===== config.mk =====
export PLATFORM = sky130hd
export DESIGN_NAME = host_tag_ctrl
export DESIGN_NICKNAME = d
export VERILOG_FILES = /design/src/rtl/host_tag_pkg.sv /design/src/rtl/host_tag_alloc.sv /design/src/rtl/host_tag_ctrl.sv
export SDC_FILE = /design/constraint.sdc
export NUM_CORES = 1
export LEC_CHECK = 0
export CAP_MARGIN = 20
export CORE_UTILIZATION = 50
export DETAILED_ROUTE_END_ITERATION = 7
export MAX_ROUTING_LAYER = met4
export PLACE_DENSITY_LB_ADDON = 0.15
export SYNTH_ARGS = -nofsm -noshare
export SYNTH_HDL_FRONTEND = slang
export SYNTH_SLANG_ARGS = --single-unit

===== constraint.sdc =====
create_clock -name clk -period 3.67 [get_ports clk]
set_input_delay 0.734 -clock clk [delete_from_list [all_inputs] [get_ports clk]]
set_output_delay 0.734 -clock clk [all_outputs]
set_load 0.02 [all_outputs]

===== src/rtl/host_tag_pkg.sv =====
// Shared types and default sizing for the host tag manager.
package host_tag_pkg;

   localparam int unsigned NTAGS_DEF      = 32;
   localparam int unsigned NSTRMS_DEF     = 64;
   localparam int unsigned ADDR_WIDTH_DEF = 64;
   localparam int unsigned CACHE_LINE_DEF = 128;

   typedef logic [$clog2(NTAGS_DEF)-1:0]  tag_t;
   typedef logic [$clog2(NSTRMS_DEF)-1:0] sid_t;

   // Tagged host command payload at default sizing.
   typedef struct packed {
      tag_t                      tag;
      logic [ADDR_WIDTH_DEF-1:0] ea;
   } cmd_t;

endpackage


===== src/rtl/host_tag_alloc.sv =====
// Free-tag vector, lowest-free-tag encoder and in-flight counter.
module host_tag_alloc
   import host_tag_pkg::*;
#(
   parameter  int unsigned ntags       = NTAGS_DEF,
   localparam int unsigned ntags_width = $clog2(ntags)
) (
   input  logic                   clk,
   input  logic                   rst_n,
   input  logic                   alloc_en,
   output logic                   alloc_v_c,
   output logic [ntags_width-1:0] alloc_tag_c,
   input  logic                   free_en,
   input  logic [ntags_width-1:0] free_tag,
   output logic                   free_stray_c,
   output logic [ntags_width:0]   outstanding
);

   logic [ntags-1:0] free_q;
   logic             free_ok_c;

   // Lowest set bit wins: scan downward so the last hit is the smallest index.
   always_comb begin
      alloc_tag_c = '0;
      for (int i = int'(ntags) - 1; i >= 0; i--) begin
         if (free_q[i]) alloc_tag_c = ntags_width'(i);
      end
   end

   assign alloc_v_c    = |free_q;
   assign free_stray_c = free_q[free_tag];
   assign free_ok_c    = free_en && !free_stray_c;

   // Allocated and freed tags are always distinct, so both updates may land together.
   always_ff @(posedge clk or negedge rst_n) begin
      if (!rst_n) begin
         free_q <= '1;
      end else begin
         if (alloc_en)  free_q[alloc_tag_c] <= 1'b0;
         if (free_ok_c) free_q[free_tag]    <= 1'b1;
      end
   end

   always_ff @(posedge clk or negedge rst_n) begin
      if (!rst_n) begin
         outstanding <= '0;
      end else begin
         case ({alloc_en, free_ok_c})
            2'b10:   outstanding <= outstanding + (ntags_width+1)'(1);
            2'b01:   outstanding <= outstanding - (ntags_width+1)'(1);
            default: outstanding <= outstanding;
         endcase
      end
   end

endmodule


===== src/rtl/host_tag_ctrl.sv =====
// Host tag manager: tags L2 line requests for the host and maps tagged responses back to streams.
// Optional build macro HOST_TAG_ALIGN_CHECK_EN: line-align command addresses and flag misaligned requests.
module host_tag_ctrl
   import host_tag_pkg::*;
#(
   parameter  int unsigned addr_width       = ADDR_WIDTH_DEF,
   parameter  int unsigned cache_line       = CACHE_LINE_DEF,
   parameter  int unsigned nstrms           = NSTRMS_DEF,
   parameter  int unsigned ntags            = NTAGS_DEF,
   localparam int unsigned cache_line_width = $clog2(cache_line),
   localparam int unsigned nstrms_width     = $clog2(nstrms),
   localparam int unsigned ntags_width      = $clog2(ntags)
) (
   input  logic                    clk,
   input  logic                    reset,
   input  logic                    i_req_v,
   output logic                    i_req_r,
   input  logic [nstrms_width-1:0] i_req_sid,
   input  logic [addr_width-1:0]   i_req_ea,
   output logic                    o_cmd_v,
   input  logic                    o_cmd_r,
   output logic [ntags_width-1:0]  o_cmd_tag,
   output logic [addr_width-1:0]   o_cmd_ea,
   input  logic                    i_hrsp_v,
   output logic                    i_hrsp_r,
   input  logic [ntags_width-1:0]  i_hrsp_tag,
   output logic                    o_rsp_v,
   input  logic                    o_rsp_r,
   output logic [nstrms_width-1:0] o_rsp_sid,
   output logic [ntags_width:0]    o_outstanding,
`ifdef HOST_TAG_ALIGN_CHECK_EN
   output logic                    o_err_align,
`endif
   output logic                    o_err_tag
);

   logic                        run_q;
   logic                        alloc_v_c;
   logic [ntags_width-1:0]      alloc_tag_c;
   logic                        stray_c;
   logic                        req_hs_c;
   logic                        hrsp_hs_c;
   logic [cache_line_width-1:0] line_off_c;
   logic [nstrms_width-1:0]     sid_tbl [ntags];

   // Holds request ready low through reset and releases it the cycle after.
   always_ff @(posedge clk or negedge reset) begin
      if (!reset) run_q <= 1'b0;
      else        run_q <= 1'b1;
   end

   assign i_req_r   = run_q && alloc_v_c && (!o_cmd_v || o_cmd_r);
   assign i_hrsp_r  = !o_rsp_v || o_rsp_r;
   assign req_hs_c  = i_req_v && i_req_r;
   assign hrsp_hs_c = i_hrsp_v && i_hrsp_r;

   host_tag_alloc #(
      .ntags (ntags)
   ) u_alloc (
      .clk          (clk),
      .rst_n        (reset),
      .alloc_en     (req_hs_c),
      .alloc_v_c    (alloc_v_c),
      .alloc_tag_c  (alloc_tag_c),
      .free_en      (hrsp_hs_c),
      .free_tag     (i_hrsp_tag),
      .free_stray_c (stray_c),
      .outstanding  (o_outstanding)
   );

`ifdef HOST_TAG_ALIGN_CHECK_EN
   assign line_off_c = '0;
`else
   assign line_off_c = i_req_ea[cache_line_width-1:0];
`endif

   // Command output register; a new handshake may reload it in the same cycle it drains.
   always_ff @(posedge clk or negedge reset) begin
      if (!reset) begin
         o_cmd_v   <= 1'b0;
         o_cmd_tag <= '0;
         o_cmd_ea  <= '0;
      end else if (req_hs_c) begin
         o_cmd_v   <= 1'b1;
         o_cmd_tag <= alloc_tag_c;
         o_cmd_ea  <= {i_req_ea[addr_width-1:cache_line_width], line_off_c};
      end else if (o_cmd_r) begin
         o_cmd_v   <= 1'b0;
      end
   end

   always_ff @(posedge clk) begin
      if (req_hs_c) sid_tbl[alloc_tag_c] <= i_req_sid;
   end

   // Response output register; stray tags are dropped and only raise the sticky error.
   always_ff @(posedge clk or negedge reset) begin
      if (!reset) begin
         o_rsp_v   <= 1'b0;
         o_rsp_sid <= '0;
         o_err_tag <= 1'b0;
      end else begin
         if (hrsp_hs_c && !stray_c) begin
            o_rsp_v   <= 1'b1;
            o_rsp_sid <= sid_tbl[i_hrsp_tag];
         end else if (o_rsp_r) begin
            o_rsp_v   <= 1'b0;
         end
         if (hrsp_hs_c && stray_c) o_err_tag <= 1'b1;
      end
   end

`ifdef HOST_TAG_ALIGN_CHECK_EN
   always_ff @(posedge clk or negedge reset) begin
      if (!reset)                                            o_err_align <= 1'b0;
      else if (req_hs_c && |i_req_ea[cache_line_width-1:0]) o_err_align <= 1'b1;
   end
`endif

endmodule


# --- Word level (Yosys, flattened, before mapping) ---
# Memory sizes are Yosys's and may differ from the RTL's. A register that Yosys moved wholly into a read port is not among the register bits.
# Cells that the tools add are included.
totals:
  latch_bits: 0
  in_bits: 81
  n_memories: 1
  rom_bits: 0
  regBits: 111
  mem_bits_rw: 192
mem_list:
  columns: ["name", "words", "word_bits", "rd", "rd_ports_with_merged_regs", "write_ports", "line_no", "text"]
  rows:
  - ["sid_tbl", 32, 6, 1, 1, 1, "host_tag_ctrl.sv:44", "logic [nstrms_width-1:0] sid_tbl [ntags];"]
classes:
  eq_ne: 2
  div_mod_pow: 0
  n_addsub: 2
  mul: 0
  n_mux: 47
  shift: 0
  n_reduce_logical: 18
  bitwise_logic: 3
  n_lt_le_gt_ge: 4
op_table:
  columns: ["op", "n"]
  rows:
  - ["5-bit 2-to-1 mux", 32]
  - ["32-bit 2-to-1 mux", 2]
  - ["32-bit AND", 1]
  - ["32-bit inverter", 1]
  - ["32-bit bitwise OR", 1]
  - ["32-bit OR reduction", 1]
  - ["5-bit by 6-bit < comparator with 1-bit output, second input constant", 2]
  - ["6-bit one-hot mux with 2 select lines", 1]
  - ["1-bit demux with 5-bit select", 2]
  - ["5-bit by 1-bit greater-or-equal comparator with 1-bit output, second input constant", 2]
  - ["1-bit 2-to-1 mux", 9]
  - ["1-bit logical AND", 8]
  - ["6-bit by 1-bit adder with 6-bit output, second input constant", 1]
  - ["2-bit nonzero test", 3]
  - ["6-bit by 1-bit subtractor with 6-bit output, second input constant", 1]
  - ["1-bit binary-select mux with 5-bit select", 1]
  - ["1-bit logical NOT", 4]
  - ["2-bit by 1-bit equality test with 1-bit output, second input constant", 1]
  - ["2-bit equality test, second input constant", 1]
  - ["1-bit logical OR", 2]

# --- Depth between registers and ports, before layout ---
# Gate-level depths: netlist (run 1).
logic_depth:
  word_depth: 41
  depth_mapped: 16
  depth_no_buf: 14

# --- Cells and area by module ---
# A second synthesis (run 1) with hierarchy kept.
unflattened:
  cells_unflattened: 1050
  area_unflattened_um2: 13379.1
by_module_without_submodules:
  columns: ["module", "seq_area_each_um2", "area_each_um2", "cells_each", "instances"]
  rows:
  - ["host_tag_ctrl", 7742.4, 10719.0, 757, 1]
  - ["host_tag_alloc", 991.0, 2660.1, 293, 1]

# --- Least setup slack after synthesis (run 1) ---
# OpenSTA, ideal clock, no wires.
synth_timing:
  kind: "input to register"
  startpoint: "input port i_hrsp_tag[4]"
  endpoint: "register u_alloc.outstanding[5]"
  stages: 15
  slack_ps: -87
  arrival_ps: 3614
  path_cell_list: "buf_4 -> buf_2 -> mux2i_1 -> a22oi_1 -> a21oi_1 -> or3b_2 -> nand3_1 -> inv_2 -> ha_1 -> ha_1 -> a21o_1 -> a21oi_1 -> o21bai_1 -> o311ai_0 -> xor2_1"
synth_via:
  elab_chain_len: 6
  elab_cells_between_ends: 8
synth_lines:
  columns: ["item", "line_no", "text"]
  rows:
  - ["start: declaration", "host_tag_ctrl.sv:26", "input logic [ntags_width-1:0] i_hrsp_tag,"]
  - ["1-bit binary-select mux with 5-bit select *", "host_tag_alloc.sv:31", "assign free_stray_c = free_q[free_tag];"]
  - ["1-bit 2-to-1 mux (not written as such) *", "host_tag_alloc.sv:31", null]
  - ["1-bit logical NOT *", "host_tag_alloc.sv:32", "assign free_ok_c = free_en && !free_stray_c;"]
  - ["1-bit logical AND *", "host_tag_alloc.sv:32", null]
  - ["named net u_alloc.free_ok_c", "host_tag_alloc.sv:20", "logic free_ok_c;"]
  - ["2-bit by 1-bit equality test with 1-bit output or 2-bit equality test (tied branches)", "host_tag_alloc.sv:48", "case ({alloc_en, free_ok_c})"]
  - ["6-bit one-hot mux with 2 select lines or 2-bit nonzero test (tied branches)", null, null]
  - ["end signal: assignment", "host_tag_alloc.sv:49", "2'b10: outstanding <= outstanding + (ntags_width+1)'(1);"]
  - ["end signal: assignment", "host_tag_alloc.sv:50", "2'b01: outstanding <= outstanding - (ntags_width+1)'(1);"]
  - ["end signal: assignment", "host_tag_alloc.sv:51", "default: outstanding <= outstanding;"]
  - ["end: declaration", "host_tag_alloc.sv:16", "output logic [ntags_width:0] outstanding"]
# The timed path passes the listed nets; every way through them passes the cells marked *. The select of a mux whose other input is x is not followed.
# A chain may end at the register's enable or synchronous reset.

# --- Worst setup path in the final report (run 1) ---
# Ends and elaborated chain as after synthesis.

==> results.json, run 1 <==
{
  "finalHoldViolations": 0,
  "reg2reg_from": "u_alloc.free_q[28]",
  "num_antenna_cells": 0,
  "first_pass_iters": 5,
  "syn_avg_cell_area_um2": 16.3,
  "viasPerCell": 5.81,
  "grt_use_total_pct": 24.5,
  "pin_count": 167,
  "rsz0062_at_grt": "no",
  "post-route-util_pct": 65.6,
  "synth_edf_count": 192,
  "grt_max_degree": 71,
  "grt_pass1_vias": 8407,
  "path_class": "primary input to register",
  "yosysWarnings": 0,
  "die_y_um": 163,
  "r2r_end": "u_alloc.outstanding[5]",
  "arrival_ps": 3840,
  "core_area_mm2": 0.0253,
  "cts_tree": "built",
  "worstSkewPairLatency_ps": 520,
  "htree_levels": 2,
  "dp_hpwl_mm": 20.5,
  "die-width_um": 163,
  "grt_pass1_wl_mm": 47.2,
  "dr.first_iter.drc_count": 719,
  "r2r_cells": 11,
  "ant_nets": 0,
  "final_common_cell": "edfxtp_1",
  "period_minus_slack_ps": 3400,
  "cts_made_buffers": 34,
  "netlist_area_mm2": 0.0130,
  "synth-seq-cells": 309,
  "power_density_mw_per_mm2": 594,
  "critPathRequiredTime_ps": 4110,
  "finalSetupTns_ps": 0,
  "num_vias": 8093,
  "top_usage_layer": "met2",
  "cts_root_buffer": "clkbuf_16",
  "routed_wl_mm": 30.9,
  "gp_congestion": 0.935,
  "nFillCells": 1815,
  "final_cell_mix": "192 x edfxtp_1, 162 x clkdlybuf4s50_1, 85 x dfrtp_1",
  "synth_fp_nets": 885,
  "grt_overflow_total": 0,
  "leakage_nw": 6.17,
  "grtUsageMet1_pct": 32.7,
  "max_cap_viol_count": 0,
  "peakVddDrop_mv": 0.423,
  "path_clk_slew_ps": 60,
  "async_flop_share_pct": 37.9,
  "slew_viol_final": 0,
  "cp_max_fo": 10,
  "initial_utilization_pct": 51.4,
  "wire_per_inst_um": 22.2,
  "ys.flop_type": "edfxtp_1",
  "grtUsageMet2_pct": 37.8,
  "fmax_mhz": 294,
  "hold_path_class": "primary input to async pin",
  "rows": 58,
  "synth_cell_types": 67,
  "drt_drc_violations_left": 0,
  "power_mw": 9.87,
  "worstMarginPinSlew_ps": 1010,
  "clockBufferDepth": 3,
  "finalSetupViolCount": 0,
  "endpoint_kind": "register",
  "nets": 1125,
  "slew_headroom_pct": 32.1,
  "skew_ps": 10.8,
  "area.growth.synth_to_final_pct": 27.8,
  "die-area_mm2": 0.0267,
  "antenna_found_initial": 0,
  "ys_seq_area_share_pct": 67.1,
  "synthesis.instances": 798,
  "layout-drive-gt1-share_pct": 27.3,
  "cts.sinks": 309,
  "portBuffers": 166,
  "met3_usage_pct": 3.94,
  "cp-start-kind": "primary input",
  "finalCritPeriodShare_pct": 92.7,
  "rrSetupSlack_ps": 270,
  "outcome": "finished clean"
}
where the power goes:
group / switching, mW / leakage (nW) / internal [mW]
logic: 1.09 / 2.54 / 0.992
clock network: 1.38 / 0.570 / 2.14
registers: 0.225 / 3.07 / 4.04
total: 2.70 / 6.17 / 7.17
kinds of logic after synthesis:
| logic type | synth area share, % |
|---|---|
| adders and majority gates | 0.635 |
| other | 0.0288 |
| AOI/OAI and AO/OA | 8.03 |
| and+or+nand+nor | 5.47 |
| buffers and inverters | 2.45 |
| xor gates and xnor gates | 0.337 |
| DFF | 67.1 |
| muxes | 15.9 |
synthesized netlist by cell type, drive strengths merged, types with 10 or more instances:
cell | instances | area [µm²]
a21oi | 11 | 55.1
a22o | 24 | 210
a22oi | 10 | 75.1
buf | 20 | 153
clkbuf | 17 | 65.1
dfrtp | 85 | 2130
dfstp | 32 | 841
edfxtp | 192 | 5770
inv | 26 | 97.6
mux2 | 72 | 811
mux4 | 52 | 1170
nand2 | 27 | 101
nand2b | 10 | 62.6
nand3 | 11 | 55.1
nor2 | 33 | 124
nor2b | 12 | 75.1
nor4 | 14 | 93.8
o21ai | 31 | 166
o22ai | 14 | 87.6
critical path: stages:
cell and delay, ps:
clkdlybuf4s50_1 500, buf_12 150, mux2i_1 80, a22oi_1 200
a211o_1 200, or3b_4 410, nand3_2 100, inv_2 40
ha_1 210, ha_1 290, a21o_1 200, a21oi_2 160
o21bai_1 100, o311ai_1 310, xor2_1 170
metal layers:
layer	part of all wire, %	up-vias	routed length [µm]
met3	5.7	73	1750
met1	43	4055	13300
met4	3.6	0	1110
met5	0	-	0
li1	-	3605	-
met2	48	360	14700
state kept, by name (all words and copies together), names as in the netlist, 5 cells and up:
name / count
sid_tbl: 192
o_cmd_ea: 64
u_alloc.free_q: 32
o_rsp_sid: 6
u_alloc.outstanding: 6
o_cmd_tag: 5
layout make-up:
class                           count  area [µm²]  share of cell area [%]
Timing Repair Buffer              241        2240                    13.5
Clock inverter                     11         149                   0.896
Clock buffer                       51        1020                    6.11
Multi-Input combinational cell    425        3970                    23.9
Sequential cell                   309        8730                    52.5
Tap cell                          330         413                    2.48
Inverter                           27         101                   0.610
repair_timing:
| action | 4_1_cts | 5_1_grt |
|---|---|---|
| hold buffers | 0 | 0 |
| endpoints found under the hold margin | 0 | 0 |
| buffers inserted | 0 | 1 |
| setup endpoints to repair | 1 | 3 |
| pin swaps | 1 | 3 |
| gates resized for setup | 0 | 4 |
how the worst max path moves through the flow:
stage                             startpoint                     end  slack [ps]  depth (start not counted)
final                          i_hrsp_tag[4]  u_alloc.outstanding[5]         270                         15
after global routing           i_hrsp_tag[4]  u_alloc.outstanding[5]          80                         15
after CTS                 u_alloc.free_q[28]                 i_req_r         0.4                          5
after detailed placement       i_hrsp_tag[4]  u_alloc.outstanding[5]        -390                         15
after global placement         i_hrsp_tag[4]  u_alloc.outstanding[5]        -300                         15
after floorplan                i_hrsp_tag[4]  u_alloc.outstanding[5]          20                         15
per-stage QoR:
stage / hold slack (ps) / cell area, µm² / std cells / worst slack [ps]
6_report: 251 / 16600 / 1394 / 268
5_1_grt: 290 / 16600 / 1394 / 75.8
4_1_cts: 257 / 16600 / 1393 / 0.360
3_5_place_dp: 467 / 15400 / 1331 / -388
3_3_place_gp: 462 / 15400 / 1331 / -305
2_1_floorplan: 438 / 13000 / 798 / 22.0
No activity file was read; power rests on OpenSTA's default activity.
==> run 2, diff against run 1 <==
- ABC_CLOCK_PERIOD_IN_PS: unset -> 3670
- SKIP_LAST_GASP: unset -> 1
==> run 2 against run 1 <==
- via count decreased by 0.31%
- clock-buffer cell count unchanged
- worst hold slack got worse by 1.2 ps
- highest routed layer unchanged
- sequential power about the same
- critical path type unchanged
- clock skew decreased by 1.0 ps
- non-clock buffer count unchanged
==> results.json, run 2 (synthesized netlist as in run 1, its figures left out) <==
{
  "p_seq_share_pct": 43.2,
  "dp_cells": 1331,
  "ant_nets": 0,
  "reg2reg_from": "u_alloc.free_q[28]",
  "fmax_mhz": 283,
  "hold_path_class": "primary input to async pin",
  "critPathRequiredTime_ps": 4110,
  "arrival_ps": 3970,
  "multi_input_area_mm2": 0.00396,
  "die-width_um": 163,
  "grt_pass1_vias": 8407,
  "fin_area_mm2": 0.0166,
  "viasPerCell": 5.79,
  "cts_hold_buf": 0,
  "gp_congestion": 0.935,
  "path_class": "primary input to register",
  "die_y_um": 163,
  "area.growth.synth_to_final_pct": 27.7,
  "top_register": "sid_tbl",
  "clockBufferDepth": 3,
  "skew_ps": 9.83,
  "p_sw_share_pct": 27.3,
  "routed_wl_mm": 30.9,
  "seq_area_mm2": 0.00873,
  "num_vias": 8068,
  "final_cell_mix": "192 x edfxtp_1, 162 x clkdlybuf4s50_1, 85 x dfrtp_1",
  "cp-start-kind": "primary input",
  "grt_overflow_total": 0,
  "cp_max_fo": 10,
  "endpoint_kind": "register",
  "antenna_found_initial": 0,
  "slew_headroom_pct": 33.4,
  "finalHoldViolations": 0,
  "largest_reg_flops": 192,
  "p_sw_mw": 2.70,
  "first_pass_iters": 5,
  "dr.first_iter.drc_count": 710,
  "worstSkewPairLatency_ps": 520,
  "htree_levels": 2,
  "die-area_mm2": 0.0267,
  "final-instance-count-excl-fill": 1394,
  "num_antenna_cells": 0,
  "drt_drc_violations_left": 0,
  "grt_use_total_pct": 24.5,
  "power_density_mw_per_mm2": 594,
  "p_comb_share_pct": 21.1,
  "rows": 58,
  "dp_hpwl_mm": 20.5,
  "path_clk_slew_ps": 60,
  "cts_root_buffer": "clkbuf_16",
  "pin_count": 167,
  "max_cap_viol_count": 0,
  "grt_pass1_wl_mm": 47.2,
  "wire_per_inst_um": 22.2,
  "portBuffers": 166,
  "clkPwrFrac_pct": 35.7,
  "r2r_end": "u_alloc.outstanding[5]",
  "cts_made_buffers": 34,
  "core_area_mm2": 0.0253,
  "slew_viol_final": 0,
  "finalSetupViolCount": 0,
  "internal_power_mw": 7.17,
  "rrSetupSlack_ps": 270,
  "initial_utilization_pct": 51.4,
  "layout-drive-gt1-share_pct": 27.3,
  "postPlaceCellArea_mm2": 0.0154,
  "final_common_cell": "edfxtp_1",
  "leakage_nw": 6.17,
  "top_regs": "sid_tbl: 192 flops, o_cmd_ea: 64 flops, u_alloc.free_q: 32 flops",
  "cts.sinks": 309,
  "peakVddDrop_mv": 0.423,
  "nets": 1125,
  "outcome": "finished clean",
  "nFillCells": 1817,
  "finalCritPeriodShare_pct": 96.3,
  "cts_tree": "built",
  "rsz0062_at_grt": "yes",
  "r2r_cells": 11,
  "grt_max_degree": 71,
  "worstMarginPinSlew_ps": 989,
  "period_minus_slack_ps": 3540
}
## run 2: cell types whose count changed in the layout (fill, tap and decap cells not counted)
cell / before / now
nand3_2: 1 / 0
or3b_2: 0 / 1
nand3_1: 10 / 11
or3b_4: 1 / 0
## run 2: area by class of cell
type                    count  share of cell area [%]
flip-flops and latches    309                    52.6
multi-input cells         425                    23.9
repair buffers            241                    13.5
clock buffers              51                    6.11
well taps                 330                    2.48
clock inverters            11                   0.896
inverters                  27                   0.610
## run 2: worst max-delay path, stage by stage
cell and delay (ps):
clkdlybuf4s50_1 500, buf_12 150, mux2i_1 80, a22oi_1 200, a211o_1 200, or3b_2 490, nand3_1 140, inv_2 50
ha_1 210, ha_1 290, a21o_1 200, a21oi_2 160, o21bai_1 100, o311ai_1 310, xor2_1 170
## run 2: power groups by stage
stage | Sequential [mW] | Combinational, mW | Clock (mW)
6_report | 4.27 | 2.08 | 3.52
3_3_place_gp | 4.32 | 2.06 | 0
3_5_place_dp | 4.32 | 2.08 | 0
5_1_grt | 4.30 | 2.22 | 3.70
2_1_floorplan | 4.53 | 0.801 | 0
4_1_cts | 4.26 | 2.09 | 3.58
## run 2: timing repair
action / CTS / global route
resized for setup: 0 / 2
buffers inserted: 0 / 1
gates cloned: 0 / 0
setup endpoints to repair: 1 / 3
pin swaps: 1 / 3
## run 2: layer usage
metal / routed length (µm) / global-route usage, % / vias up / share of wire (%)
met5: 0 / - / - / 0
met4: 1070 / 9.56 / 0 / 3.5
met3: 1900 / 3.94 / 72 / 6.2
met2: 14700 / 37.8 / 349 / 48
met1: 13200 / 32.7 / 4040 / 43
li1: - / - / 3607 / -
## run 2: stage by stage
stage / setup TNS (ps) / power [mW] / hold WS, ps / setup WS [ps] / utilization [%]
after detailed placement: -972 / 6.41 / 467 / -388 / 61.0
after CTS: 0 / 9.93 / 257 / 0.360 / 65.6
final: 0 / 9.87 / 249 / 135 / 65.6
after floorplan: 0 / 5.33 / 438 / 22.0 / -
after global placement: -609 / 6.37 / 462 / -305 / 61.0
after global routing: -74.7 / 10.2 / 290 / -69.7 / 65.6
## run 2: worst max-delay path by stage
stage | startpoint | end | slack, ps
2_1_floorplan | i_hrsp_tag[4] | u_alloc.outstanding[5] | 20
3_3_place_gp | i_hrsp_tag[4] | u_alloc.outstanding[5] | -300
3_5_place_dp | i_hrsp_tag[4] | u_alloc.outstanding[5] | -390
4_1_cts | u_alloc.free_q[28] | i_req_r | 0.4
5_1_grt | i_hrsp_tag[4] | u_alloc.outstanding[5] | -70
6_report | i_hrsp_tag[4] | u_alloc.outstanding[5] | 130
==> RTL change: new RTL, settings of run 1 <==
The option `HOST_TAG_ALIGN_CHECK_EN` is turned on by a define.
--- a/src/rtl/host_tag_ctrl.sv
+++ b/src/rtl/host_tag_ctrl.sv
@@ -2,2 +2,4 @@
 // Optional build macro HOST_TAG_ALIGN_CHECK_EN: line-align command addresses and flag misaligned requests.
+`define HOST_TAG_ALIGN_CHECK_EN
+
 module host_tag_ctrl
Function (old outputs only; new: o_err_align): changed (a bounded check fails within 4 cycles, from zero or initial values and one cycle with reset low).
==> RTL change against run 1 <==
  * Synthesized area is 1.0% lower
  * Worst hold slack got worse by 0.21 ns
  * Maximum frequency decreased by 3.6%
  * Total power is 5.8% higher
  * Cell area down 1.7%
  * Synthesized cell count decreased by 0.38%
  * Worst setup slack lost 0.13 ns
  * Wire length down 4.2%
  * Sequential cell count shrank 6
  * Global-route usage down 0.83 points
  * First-iteration DRC count down 4.0%
  * Critical path depth shrank 10
  * Via count is 2.3% lower
==> RTL change: results (changes against run 1) <==
[cells_and_area]
top_regs = sid_tbl (192), o_cmd_ea (57), u_alloc.free_q (32)
final_nets = 1103  ; -2.0%
utilization_pct = 64.69  ; -0.96 points
layout-drive-gt1-share_pct = 23.27  ; -4.1 points
fillerInstances = 1844  ; +1.6%
clock_area_share_pct = 6.793  ; -0.21 points
diodes = 1  ; +1
clkbuf_count = 35  ; -31%

[place]
dp_cells = 1310  ; -1.6%
placed_area_mm2 = 0.01516  ; -1.8%
place_ws_ns = -0.4220  ; -0.03395 ns

[yosys]
yosysSeqAreaShare_pct = 66.63  ; -0.49 points
synth-async-reset-ratio_pct = 36.63  ; -1.2 points
yosys-top-cells-area = edfxtp_1 45%, dfrtp_1 15%, mux4_2 9.1%

[global_route]
grtUsageMet2_pct = 35.86  ; -1.9 points
grt_max_degree = 65  ; -8.5%

[route]
viasPerCell = 5.767  ; -0.66%
wl_met3_um = 2376  ; +36%

[status]
outcome = finished clean

[timing]
whs_ns = 0.04310  ; -0.2074 ns
setup_ws_ns = 0.1413  ; -0.1268 ns

[setup_path]
timing.rr.start = u_alloc.free_q[23]
cp-startpoint = u_alloc.free_q[28]
critPathMaxFanout = 5  ; -5
arrival_ns = 2.79  ; -1.05 ns

[clock_network]
cts_made_buffers = 31  ; -8.8%

[RTL change: changes by cell type after synthesis, sizes merged, moves of 6 or more]
cell / change
o21ai: -13
dfrtp: -6
buf: +11
a22oi: -10
mux2: -9
a22o: +20
[RTL change: cells by family (layout without fill, tap and decap cells)]
logic type / Yosys count / in the layout / synth area share (%)
flip-flops: 303 / 303 / 66.63
AND/OR/NAND/NOR: 150 / 150 / 6.547
AO/OA/AOI/OAI: 127 / 127 / 7.295
multiplexers: 126 / 126 / 15.63
buffers and inverters: 76 / 315 / 2.856
adder cells (fa/ha/maj): 6 / 6 / 0.6411
XOR/XNOR: 5 / 5 / 0.3400
other: 2 / 9 / 0.05830
[RTL change: power groups by stage]
stage,logic (mW),clock network (mW),registers (mW)
final,2.60,3.37,4.46
after global routing,2.79,3.55,4.50
after CTS,2.61,3.42,4.46
after detailed placement,2.60,0,4.51
after global placement,2.56,0,4.51
after floorplan,1.20,0,4.68
